==> src/rtl/seg_pkg.sv <==
// Shared seven-segment constants and the nibble-to-pattern table.
// All patterns are active-low, bit order gfedcba (bit6 = g).
package seg_pkg;

    localparam int NUM_DIGITS = 8;

    localparam logic [6:0] SEG_BLANK = 7'b1111111;
    localparam logic [7:0] ANODE_OFF = 8'hFF;

    // Entry n is the pattern for hex digit n; listed F down to 0.
    localparam logic [15:0][6:0] HEX_PAT = {
        7'b0001110, 7'b0000110, 7'b0100001, 7'b1000110,
        7'b0000011, 7'b0001000, 7'b0011000, 7'b0000000,
        7'b1111000, 7'b0000010, 7'b0010010, 7'b0011001,
        7'b0110000, 7'b0100100, 7'b1111001, 7'b1000000
    };

    function automatic logic [6:0] hex_to_pattern(input logic [3:0] nibble);
        return HEX_PAT[nibble];
    endfunction

endpackage

==> src/rtl/seg_hex_decoder.sv <==
// Combinational nibble -> active-low segment pattern, forced dark when blank=1.
// Zero latency; no flow control.
module seg_hex_decoder
    import seg_pkg::*;
(
    input  logic [3:0] nibble,
    input  logic       blank,
    output logic [6:0] pattern
);

    assign pattern = blank ? SEG_BLANK : hex_to_pattern(nibble);

endmodule

==> src/rtl/hex_display_scan.sv <==
// Latches a 32-bit word and scans it onto an 8-digit active-low seven-segment bank.
// Outputs are registered one cycle behind the scan index; capture has no backpressure.
module hex_display_scan
    import seg_pkg::*;
#(
    parameter int REFRESH_DIV = 50000
) (
    input  logic                  clock,
    input  logic                  reset,
    input  logic [31:0]           word_in,
    input  logic                  word_valid,
    input  logic                  freeze,
    input  logic                  blank_lz,
    output logic [6:0]            seg,
    output logic [NUM_DIGITS-1:0] anode,
    output logic                  digit_tick,
    output logic [31:0]           shown_word
);

    localparam int CNT_W = (REFRESH_DIV > 1) ? $clog2(REFRESH_DIV) : 1;
    localparam logic [CNT_W-1:0] CNT_MAX = CNT_W'(REFRESH_DIV - 1);

    logic [CNT_W-1:0]      cnt_q, cnt_d;
    logic [2:0]            idx_q, idx_d;
    logic [31:0]           word_q, word_d;
    logic [NUM_DIGITS-1:0] anode_q, anode_d;
    logic [6:0]            seg_q, seg_d;
    logic                  tick_q, tick_d;

    logic                  slot_end;
    logic [3:0]            nibble;
    logic [31:0]           upper;
    logic                  blank_digit;

    always_comb begin
        slot_end = (cnt_q == CNT_MAX);
        cnt_d    = slot_end ? '0 : cnt_q + CNT_W'(1);
        idx_d    = slot_end ? idx_q + 3'd1 : idx_q;
        tick_d   = slot_end;
        word_d   = (word_valid && !freeze) ? word_in : word_q;
    end

    // A digit is a leading zero when it and every more significant nibble are zero.
    always_comb begin
        nibble      = word_q[{idx_q, 2'b00} +: 4];
        upper       = word_q >> {idx_q, 2'b00};
        blank_digit = blank_lz && (idx_q != 3'd0) && (upper == 32'd0);
        anode_d     = blank_digit ? ANODE_OFF : ~(8'd1 << idx_q);
    end

    seg_hex_decoder u_dec (
        .nibble  (nibble),
        .blank   (blank_digit),
        .pattern (seg_d)
    );

    always_ff @(posedge clock) begin
        if (reset) begin
            cnt_q   <= '0;
            idx_q   <= 3'd0;
            word_q  <= 32'd0;
            anode_q <= ANODE_OFF;
            seg_q   <= SEG_BLANK;
            tick_q  <= 1'b0;
        end else begin
            cnt_q   <= cnt_d;
            idx_q   <= idx_d;
            word_q  <= word_d;
            anode_q <= anode_d;
            seg_q   <= seg_d;
            tick_q  <= tick_d;
        end
    end

    assign seg        = seg_q;
    assign anode      = anode_q;
    assign digit_tick = tick_q;
    assign shown_word = word_q;

endmodule

==> config.mk <==
export PLATFORM = sky130hd
export DESIGN_NAME = hex_display_scan
export DESIGN_NICKNAME = d
export VERILOG_FILES = /design/src/rtl/seg_pkg.sv /design/src/rtl/seg_hex_decoder.sv /design/src/rtl/hex_display_scan.sv
export SDC_FILE = /design/constraint.sdc
export NUM_CORES = 1
export LEC_CHECK = 0
export BUFFER_PORTS_ARGS = -buffer_cell sky130_fd_sc_hd__buf_2
export CORE_AREA = 2 2 110 139
export DETAILED_ROUTE_END_ITERATION = 6
export DIE_AREA = 0 0 112 141
export GPL_TIMING_DRIVEN = 0
export REMOVE_ABC_BUFFERS = 1
export SETUP_SLACK_MARGIN = 0.5
export SYNTH_ARGS = -nofsm -noshare
export SYNTH_HDL_FRONTEND = slang
export SYNTH_HIERARCHICAL = 1
export SYNTH_SLANG_ARGS = --single-unit
export TNS_END_PERCENT = 30
==> constraint.sdc <==
create_clock -name clock -period 2.58 [get_ports clock]
set_clock_uncertainty 0.2 [all_clocks]
set_input_delay 0.516 -clock clock [delete_from_list [all_inputs] [get_ports clock]]
set_output_delay 0.516 -clock clock [all_outputs]
set_load 0.02 [all_outputs]
==> results of run 1 <==
-- state kept, by name, summed over array words and instances, names as in the netlist --
name	cells
idx_q	3
anode	8
cnt_q	16
shown_word	32
digit_tick	1
seg	7
-- area by class of cell --
type                       count  area [µm²]
fill                        1581       10200
inverter                      10        42.5
timing repair buffer         102         583
multi-input combinational    281        1910
tap                          182         228
clock inverter                 7         116
sequential                    67        1350
clock buffer                   9         225
-- critical path, cell delays in order (launching register included) --
cell,delay (ns)
dfxtp_4,0.42
mux4_2,0.57
mux2_4,0.36
inv_4,0.09
ha_4,0.21
nor2b_4,0.11
nor3_2,0.04
a211o_1,0.24
or2_4,0.22
-- kinds of logic (layout without fill, tap and decap cells) --
family / after synthesis / after routing / share of synthesized area [%]
adders and majority gates: 13 / 13 / 4.95
xor gates and xnor gates: 15 / 15 / 4.00
and+or+nand+nor: 174 / 174 / 23.9
buffers and inverters: 33 / 128 / 5.79
muxes: 14 / 14 / 8.38
AOI/OAI and AO/OA: 65 / 65 / 12.1
DFF: 67 / 67 / 40.9
-- placed cells by master, fill, tap and decap left out, types with 7 or more instances in the layout --
cell type,n
ha_1,8
xor2_1,8
xnor2_1,7
buf_4,15
nand3_1,11
nand2_1,78
dfxtp_1,64
clkbuf_16,9
buf_2,84
nor2_1,37
a21oi_1,34
-- through the flow --
| stage | utilization, % | area, µm² |
|---|---|---|
| after floorplan | - | 3130 |
| after global placement | 25.8 | 3780 |
| after detailed placement | 26.0 | 3810 |
| after CTS | 29.8 | 4360 |
| after global routing | 30.4 | 4450 |
| final | 30.4 | 4450 |
-- final timing paths --
path | from | to | slack [ns] | cells after the start
setup / recovery | idx_q[0] | seg[3] | 0.01 | 8
setup reg to reg | idx_q[0] | seg[3] | 0.01 | 8
hold / removal | word_in[29] | shown_word[29] | 0.22 | 3
hold reg to reg | cnt_q[0] | cnt_q[0] | 0.28 | 1
-- metal layers --
metal | share of wire [%] | up-vias | wire length, µm | GRT usage, %
met3 | 4.8 | 16 | 447 | 3.01
met4 | 2.6 | 0 | 240 | 5.78
li1 | - | 1483 | - | -
met2 | 48 | 95 | 4460 | 19.5
met5 | 0 | - | 0 | 0
met1 | 44 | 1446 | 4110 | 15.1
-- power breakdown --
group	leakage [nW]	switching (mW)	internal [mW]
clock network	0.165	0.460	0.941
registers	0.549	0.0347	1.07
logic	1.13	0.181	0.139
-- repair_timing --
action / 4_1_cts / 5_1_grt
setup buffers: 15 / 2
pin swaps: 8 / 9
hold buffers: 0 / 0
setup endpoints to repair: 33 / 33
gates resized for setup: 30 / 18
==> flow_summary.yaml, run 1 <==
placement:
  port_buffers: 84
  post-dp-hpwl_mm: 6.39
  place_ws_ns: -0.913
  gp_congestion: 0.841
  dp.cells: 625
sta:
  period_minus_slack_ns: 2.57
  holdWs_ns: 0.220
  fin_tns_setup_ns: 0
  period_share_pct: 99.5
  fin_ws_ns: 0.0129
  finalMaxSlewViolations: 0
  finalSetupViolCount: 0
  max_freq_mhz: 390
  finalHoldViolCount: 0
  tightest_slew_ns: 1.24
  maxSlewHeadroom_pct: 17.4
  rsz0062_at_grt: "true"
floorplan:
  die_w_um: 112
  die_area_um2: 15800
  rows: 50
  die_h_um: 141
  ios: 85
  initial_utilization_pct: 22.4
  core_um2: 14600
detailed_routing:
  routed_wl_mm: 9.27
  ant_nets: 0
  drt-initial-drc-count: 147
  dr.pass1.iters: 4
  wl_per_cell_um: 14.1
  viasPerCell: 4.62
  via_count: 3040
  route.detailed.drc: 0
critical_path:
  cp.arrival_ns: 2.59
  path_max_fanout: 7
  worst-setup-path-type: "reg -> reg"
  cp-start-kind: "flip-flop"
  required_ns: 2.61
  crit_path_end_kind: "flip-flop"
outcome:
  status: "complete, no violations"
pwr:
  p_per_area_nw_per_um2: 635
  total_power_mw: 2.83
  p_leak_nw: 1.85
  vdd_drop_max_mv: 0.324
global_route:
  antenna_found_initial: 0
  grt_max_degree: 49
  grt_pass1_vias: 3006
  gr-usage-all-layers_pct: 12.1
  grt_pass1_wl_mm: 15.1
  grt_overflow: 0
synth:
  synth_most_common_cell: "nand2_1"
  syn_area_um2: 3280
  yosys-top-cells-area: "dfxtp_1 (41%), nand2_1 (9.3%), a21oi_1 (5.3%)"
  ys_top_cells_by_count: "nand2_1 (81), dfxtp_1 (67), nor2_1 (39)"
  synth_seq_cells: 67
  synth_top_cell_area_share_pct: 40.9
  synth_cell_type_count: 51
  yosys_warnings: 6
  synth-edff-count: 0
  syn_area_per_cell_um2: 8.62
  synthCells: 381
  yosysTopAreaCell: "dfxtp_1"
  synth-main-ff-cell: "dfxtp_1"
  synth-async-reset-ratio_pct: 0
  seq_area_frac_synth_pct: 40.9
hold_path:
  hold_class: "in -> reg"
clock_network:
  clk_pin_slew_ns: 0.06
  root_buffer: "clkbuf_16"
  clkSinkCount: 67
  numCtsBuffers: 9
  cts_tree: "yes"
  clk_latency_ns: 0.34
  clockBufferDepth: 2
  cts_max_level: 3
finish:
  layout.nets: 521
  areaGrowthSynthToFinish_pct: 35.6
  final_cells: 658
  diodes: 0
  drive_above_1_share_pct: 35.3
flow_run:
  maxCapViolCount: 0
Note: power is estimated with default switching activity, not from simulation.
==> inputs of run 2 (changes only) <==
--- a/config.mk
+++ b/config.mk
@@ -6,10 +6,13 @@
 export NUM_CORES = 1
 export LEC_CHECK = 0
 export BUFFER_PORTS_ARGS = -buffer_cell sky130_fd_sc_hd__buf_2
+export CELL_PAD_IN_SITES_DETAIL_PLACEMENT = 0
+export CELL_PAD_IN_SITES_GLOBAL_PLACEMENT = 1
 export CORE_AREA = 2 2 110 139
 export DETAILED_ROUTE_END_ITERATION = 6
 export DIE_AREA = 0 0 112 141
 export GPL_TIMING_DRIVEN = 0
+export PLACE_DENSITY_LB_ADDON = 0.1
 export REMOVE_ABC_BUFFERS = 1
 export SETUP_SLACK_MARGIN = 0.5
 export SYNTH_ARGS = -nofsm -noshare
==> flow_summary.yaml, run 2 (synthesis gave the netlist of run 1 again) <==
sta:
  finalSetupViolCount: 0
  finalMaxSlewViolations: 0
  maxSlewHeadroom_pct: 13.2
  period_minus_slack_ns: 2.56
  finalHoldViolCount: 0
  period_share_pct: 99.2
  fin_tns_setup_ns: 0
  tightest_slew_ns: 1.30
  rsz0062_at_grt: "true"
  max_freq_mhz: 391
  holdWs_ns: 0.216
outcome:
  status: "complete, no violations"
detailed_routing:
  wl_per_cell_um: 14.5
  route.detailed.drc: 0
  viasPerCell: 4.42
  dr.pass1.iters: 4
  ant_nets: 0
  via_count: 2906
  drt-initial-drc-count: 109
  routed_wl_mm: 9.56
finish:
  areaGrowthSynthToFinish_pct: 35.2
  largest_register_ff_count: 32
  layout.nets: 521
  diodes: 0
  drive_above_1_share_pct: 35.1
  final_cells: 658
  layout_commonest_cell: "buf_2"
  fillerInstances: 1634
  final_area_um2: 4440
  multi_input_area_um2: 1930
  utilization_pct: 30.3
  final_cell_mix: "buf_2 (84), nand2_1 (77), dfxtp_1 (64), nor2_1 (37), a21oi_1 (33)"
  regArea_um2: 1350
floorplan:
  die_w_um: 112
  initial_utilization_pct: 22.4
  ios: 85
  die_area_um2: 15800
  core_um2: 14600
  rows: 50
  die_h_um: 141
clock_network:
  root_buffer: "clkbuf_16"
  clkSinkCount: 67
  clk_latency_ns: 0.33
  cts_max_level: 3
  cts_hold_buf: 0
  cts_tree: "yes"
  numCtsBuffers: 9
  clockBufferDepth: 2
  clk_pin_slew_ns: 0.06
hold_path:
  hold_depth: 3
  hold_class: "in -> reg"
critical_path:
  cp-start-kind: "flip-flop"
  worst-setup-path-type: "reg -> reg"
  rr_worst_depth: 6
  cp.arrival_ns: 2.58
  path_max_fanout: 7
  crit_path_end_kind: "flip-flop"
  required_ns: 2.60
pwr:
  vdd_drop_max_mv: 0.217
  p_per_area_nw_per_um2: 620
  p_leak_nw: 1.83
placement:
  gp_congestion: 0.748
  post-dp-hpwl_mm: 6.72
  place_area_um2: 3800
  port_buffers: 84
  dp.cells: 625
global_route:
  grt_max_degree: 49
  gr-usage-all-layers_pct: 12.3
  antenna_found_initial: 1
  grt_overflow: 0
  grt_pass1_vias: 2901
  grt_pass1_wl_mm: 15.5
flow_run:
  maxCapViolCount: 0
==> run 2: cell count changes in the layout (fill, tap and decap cells not counted), moves of 2 or more <==
cell and delta:
o21ai_0 +2, inv_2 -2, ha_4 +3, inv_4 +2, ha_2 -3, o21ai_1 -2
==> run 2: timing repair <==
action | CTS | global route
pin swaps | 6 | 8
cloned | 0 | 0
endpoints found under the setup margin | 34 | 33
gates resized for setup | 35 | 13
setup buffers | 17 | 0
==> run 2: cell type report <==
| class | instances | area share, % |
|---|---|---|
| clock buffer | 10 | 5.16 |
| clock inverter | 6 | 2.00 |
| inverter | 10 | 1.07 |
| multi-input combinational | 281 | 43.5 |
| sequential | 67 | 30.4 |
| tap | 182 | 5.13 |
| timing repair buffer | 102 | 12.8 |
==> run 2: worst max-delay path: stages, from the launching register on <==
cell and delay (ns):
dfxtp_4 0.41, mux4_2 0.55, mux2_4 0.37, ha_4 0.20
mux2_4 0.25, a211o_1 0.25, or2_4 0.22
==> run 2: per-layer routing <==
metal / part of all wire, % / up-vias / GRT usage, %
met1: 46 / 1347 / 16.0
met2: 48 / 62 / 20.0
met4: 1.5 / 0 / 4.24
li1: - / 1486 / -
met5: 0 / - / 0
met3: 4.5 / 11 / 3.14
==> run 2: final timing paths <==
path                            slack [ns]        start        endpoint
worst min-delay path                  0.22  word_in[12]  shown_word[12]
worst max-delay path                  0.02     idx_q[0]          seg[0]
worst min register to register        0.27     cnt_q[0]        cnt_q[0]
worst max register to register        0.02     idx_q[0]          seg[0]
==> run 2: where the power goes <==
group	leakage (nW)	switching, mW	internal (mW)	total, mW
Clock	0.149	0.483	0.848	1.33
Combinational	1.13	0.181	0.135	0.315
Sequential	0.549	0.0348	1.07	1.10
Total	1.83	0.699	2.05	2.75
==> run 2: per-stage QoR <==
stage,worst slack [ns],power (mW)
2_1_floorplan,-0.391,1.29
3_3_place_gp,-1.05,1.41
3_5_place_dp,-1.08,1.41
4_1_cts,0.0125,2.80
5_1_grt,-0.0510,2.88
6_report,0.0208,2.75
